[config.mk]
export PLATFORM = sky130hd
export DESIGN_NAME = fifo_read_ctrl
export DESIGN_NICKNAME = d
export VERILOG_FILES = /design/src/rtl/fifo_read_ctrl_pkg.sv /design/src/rtl/read_skid_buffer.sv /design/src/rtl/fifo_read_ctrl.sv
export SDC_FILE = /design/constraint.sdc
export NUM_CORES = 1
export LEC_CHECK = 0
export CAP_MARGIN = 10
export CORE_MARGIN = 2
export CORE_UTILIZATION = 50
export CTS_CLUSTER_SIZE = 30
export DETAILED_ROUTE_END_ITERATION = 10
export PLACE_DENSITY = 0.87
export RECOVER_POWER = 25
export SYNTH_ARGS = -nofsm -noshare
export SYNTH_HDL_FRONTEND = slang
export SYNTH_SLANG_ARGS = --single-unit
[constraint.sdc]
create_clock -name clk -period 4.42 [get_ports clk]
set_input_delay 1.105 -clock clk [delete_from_list [all_inputs] [get_ports clk]]
set_output_delay 1.105 -clock clk [all_outputs]
set_load 0.05 [all_outputs]
[src/rtl/fifo_read_ctrl_pkg.sv]
// fifo_read_ctrl_pkg: shared FIFO read latency and skid depth constants
package fifo_read_ctrl_pkg;
  localparam int READ_LATENCY = 1;
  localparam logic [1:0] SKID_DEPTH = 2'd2;
endpackage

[src/rtl/read_skid_buffer.sv]
// read_skid_buffer: 2-entry skid buffer (clk, rst_n, pop, cap/cap_data in, occ/out_valid/out_data out)
module read_skid_buffer
  import fifo_read_ctrl_pkg::*;
#(
  parameter int MEMORY_WIDTH = 4
) (
  input  logic                    clk,
  input  logic                    rst_n,
  input  logic                    pop,
  input  logic                    cap,
  input  logic [MEMORY_WIDTH-1:0] cap_data,
  output logic [1:0]              occ,
  output logic                    out_valid,
  output logic [MEMORY_WIDTH-1:0] out_data
);
  logic [1:0] base;
  logic [MEMORY_WIDTH-1:0] buf0, buf1;
  assign base = occ - {1'b0, pop};
  assign out_valid = occ != 2'd0;
  assign out_data = buf0;
  always_ff @(posedge clk or negedge rst_n)
    if (!rst_n) begin
      occ <= '0;
      buf0 <= '0;
      buf1 <= '0;
    end else begin
      occ <= base + {1'b0, cap};
      buf0 <= (cap && base == 2'd0) ? cap_data : (pop && occ == SKID_DEPTH) ? buf1 : buf0;
      buf1 <= (cap && base == 2'd1) ? cap_data : buf1;
    end
  a_no_overflow: assert property (@(posedge clk) disable iff (!rst_n) !(cap && base == SKID_DEPTH));
endmodule

[src/rtl/fifo_read_ctrl.sv]
// fifo_read_ctrl: drains fifo_synch (empty/rdata in, r_en out) into a valid/ready stream with delivered-word count
module fifo_read_ctrl
  import fifo_read_ctrl_pkg::*;
#(
  parameter int MEMORY_WIDTH = 4,
  parameter int COUNT_WIDTH  = 8
) (
  input  logic                    clk,
  input  logic                    rst_n,
  input  logic                    empty,
  input  logic [MEMORY_WIDTH-1:0] rdata,
  output logic                    r_en,
  output logic                    out_valid,
  input  logic                    out_ready,
  output logic [MEMORY_WIDTH-1:0] out_data,
  output logic [COUNT_WIDTH-1:0]  xfer_count
);
  logic [1:0] occ;
  logic inflight, pop;
  logic [2:0] level;
  assign pop = out_valid & out_ready;
  // pop only happens with occ>=1, so level cannot underflow
  assign level = {1'b0, occ} + {2'b0, inflight} - {2'b0, pop};
  assign r_en = !empty && level < {1'b0, SKID_DEPTH};
  always_ff @(posedge clk or negedge rst_n)
    if (!rst_n) begin
      inflight <= 1'b0;
      xfer_count <= '0;
    end else begin
      inflight <= r_en;
      xfer_count <= xfer_count + COUNT_WIDTH'(pop);
    end
  read_skid_buffer #(.MEMORY_WIDTH(MEMORY_WIDTH)) u_skid (
    .clk(clk),
    .rst_n(rst_n),
    .pop(pop),
    .cap(inflight),
    .cap_data(rdata),
    .occ(occ),
    .out_valid(out_valid),
    .out_data(out_data)
  );
  a_no_read_empty: assert property (@(posedge clk) disable iff (!rst_n) !(r_en && empty));
endmodule

==> out/qor.csv <==
stage;metric;value;unit
run_status;status;completed;
worst_hold_path;Worst Hold End;xfer_count[7];
routing;DRT antenna net count;0;
sta;Final Max Tran Viols;0;
critical_path;R2R Setup Slk;2210;ps
global_route;grt total ovfl;0;
die;CORE AREA;0.00156;mm2
finish;# fillers;111;
routing;Detailed Routing Iterations Pass 1;4;
clock_network;Post-CTS Setup Repair Bufs;0;
routing;Initial DRC Count;10;
worst_hold_path;hold depth;1;
global_route;GRT Resource Usage Total;0.180;
clock_network;TritonCTS buffer count;3;
clock_network;CTS tree;built;
critical_path;Critical R2R Capture;inflight;
die;Site Rows;14;
logic_synthesis;#FFs+latches synth;19;
die;Die W;45.4;um
critical_path;CP Launch Type;input pin;
sta;Tmin final;4270;ps
worst_hold_path;hold path start;xfer_count[7];
placement;port bufs;21;
logic_synthesis;Syn Inst Count;69;
placement;hpwl dp;1140;um
routing;WL final;1420;um
placement;routability cong.;0.755;
sta;Fin. Hold Viols;0;
clock_network;H-tree levels;1;
pwr;Max IR drop VDD;551;uV
routing;# DRC;0;
die;# IOs;22;
logic_synthesis;largest family of logic cells by synthesized area;simple AND/OR/NAND/NOR gates;
clock_network;# resized after CTS;0;
critical_path;max incr delay on CP;420;ps
flow_run;Max Cap Violations;0;
global_route;vias in the first global route;597;
finish;share of post-route cells with drive strength above 1;0.117;
critical_path;required time of the worst setup path;3310;ps
logic_synthesis;synthesized area;857;um2
die;Die Footprint;0.00206;mm2
clock_network;CTS Hold Bufs;0;
sta;final setup vio count;0;
global_route;initial antenna violation count;0;
finish;fin cells;110;
critical_path;Crit. End Element;output pin;
clock_network;clock latency on the worst-skew pair;300;ps
pwr;overall power;0.000923;W
logic_synthesis;Yosys cell types;17;
logic_synthesis;Compound-Gate Fraction of Synth Area;0.0234;
logic_synthesis;Seq/Total Area, Yosys;0.555;
logic_synthesis;Synth Area in XOR/XNOR;0.0818;
logic_synthesis;YS warnings;0;
critical_path;RR Startpoint;u_skid.occ[1];
clock_network;clk buf depth;2;
sta;TNS Setup;0;ps
global_route;pin count of the biggest net entering global routing;20;
critical_path;critical path arrival;3160;ps
logic_synthesis;post-synthesis mux area share;0.0993;
placement;Inst Count DP;106;
sta;RSZ-0062 raised after global routing;false;
sta;relative slew slack;0.442;
routing;via/cell ratio;5.25;
critical_path;Slowest-stage cell, CP;clkdlybuf4s50_1;
clock_network;# clock sinks;19;
sta;fmax;0.234;GHz
finish;area grow syn2layout;31.8;%
worst_hold_path;Hold WC Path Type;flip-flop to flip-flop;
critical_path;largest fanout on the critical path;3;
global_route;first-pass GRT wire length;2550;um
pwr;pwr dens;817;mW/mm2
critical_path;CP Cell Sequence;clkdlybuf4s50_1, and2_1, ha_1, inv_1, nand2_1, fa_1, xor2_1, nor3b_2, buf_12;
logic_synthesis;Avg Inst Size Synth;12.4;um2
sta;fin crit share;0.966;
finish;layout net count;109;
clock_network;root buffer cell;clkbuf_4;
critical_path;Crit Path Class;input pin to output pin;
logic_synthesis;Syn Nets;83;
sta;Slew @ Worst Pin;834;ps
finish;diode count;0;
critical_path;R2R depth;9;
routing;via count;578;
die;die height;45.4;um
sta;post-route clock skew;1.74;ps
die;Initial Util;0.550;
clock_network;clk slew on worst S/H paths;100;ps
pwr;P_leak;0.543;nW
logic_synthesis;post-synthesis adder-cell area fraction;0.0964;
logic_synthesis;Simple-Gate Fraction of Synth Area;0.127;
routing;detail-routed net length per standard cell;12.9;um
cells in the mapped netlist:
library cell / number / area, um2
nor3b_4: 1 / 18.8
fa_1: 1 / 20.0
mux2_2: 4 / 45.0
a21oi_1: 4 / 20.0
nand3b_1: 2 / 15.0
nor3_1: 1 / 5.00
xnor2_1: 2 / 17.5
inv_1: 4 / 15.0
xor2_1: 6 / 52.6
and2_1: 1 / 6.26
dfrtp_1: 19 / 475
nand3_1: 3 / 15.0
mux2i_1: 4 / 40.0
nor2_1: 6 / 22.5
nand2_1: 5 / 18.8
nor3b_1: 1 / 7.51
ha_1: 5 / 62.6
cells in the final DEF, fill, tap and decap left out, drive strengths merged, types with 2 or more instances in the layout:
| cell | count |
|---|---|
| a21oi | 4 |
| clkbuf | 3 |
| clkdlybuf4s50 | 19 |
| dfrtp | 19 |
| ha | 5 |
| inv | 4 |
| mux2 | 4 |
| mux2i | 4 |
| nand2 | 5 |
| nand3 | 3 |
| nand3b | 2 |
| nor2 | 6 |
| nor3b | 2 |
| xnor2 | 2 |
| xor2 | 6 |
final cells by class:
type                       count  area (um2)  area share
inverter                       4        15.0      0.0133
clock inverter                 1        5.00     0.00443
tap                           16        20.0      0.0177
sequential                    19         475       0.421
timing repair buffer          21         220       0.195
multi-input combinational     46         372       0.329
clock buffer                   3        22.5      0.0199
cell families (layout without fill, tap and decap cells):
| family | after synthesis | after routing |
|---|---|---|
| buf+inv | 4 | 29 |
| mux | 8 | 8 |
| xor+xnor | 8 | 8 |
| flops | 19 | 19 |
| fa+ha+maj | 6 | 6 |
| simple gates | 20 | 20 |
| compound gates | 4 | 4 |
how the worst max path moves through the flow:
stage,start,endpoint,cells past startpoint
2_1_floorplan,out_ready,r_en,7
3_3_place_gp,out_ready,r_en,9
3_5_place_dp,out_ready,r_en,9
4_1_cts,out_ready,r_en,9
5_1_grt,out_ready,r_en,9
6_report,out_ready,r_en,9
worst max-delay path, delay by kind of cell:
| kind | cells | cell delay, ps |
|---|---|---|
| fa+ha+maj | 2 | 700 |
| simple gates | 3 | 500 |
| buf+inv | 3 | 700 |
| xor+xnor | 1 | 160 |
sequential cells by signal, indices dropped and copies added (netlist names):
signal	cells
inflight	1
u_skid.out_data	4
xfer_count	8
u_skid.buf1	4
u_skid.occ	2
report_power, final:
group / total [W] / switching [W] / internal [W]
clock network: 0.0000859 / 0.0000521 / 0.0000338
registers: 0.000309 / 0.0000591 / 0.000250
logic: 0.000528 / 0.000321 / 0.000208
metrics by stage:
step                      setup slack [ps]   util  hold slack [ps]  cell area [um2]
after floorplan                        395      -              480              862
after global placement                 198  0.707              456             1100
after detailed placement               141  0.707              462             1100
after CTS                              138  0.725              477             1130
after global routing                  15.2  0.725              495             1130
final                                  151  0.725              467             1130
routing by layer:
metal,part of all wire,GRT usage
met4,0.019,0.0882
met2,0.53,0.307
met1,0.40,0.205
met3,0.048,0.0516
met5,0,0
No activity file was read; power rests on OpenSTA's default activity.
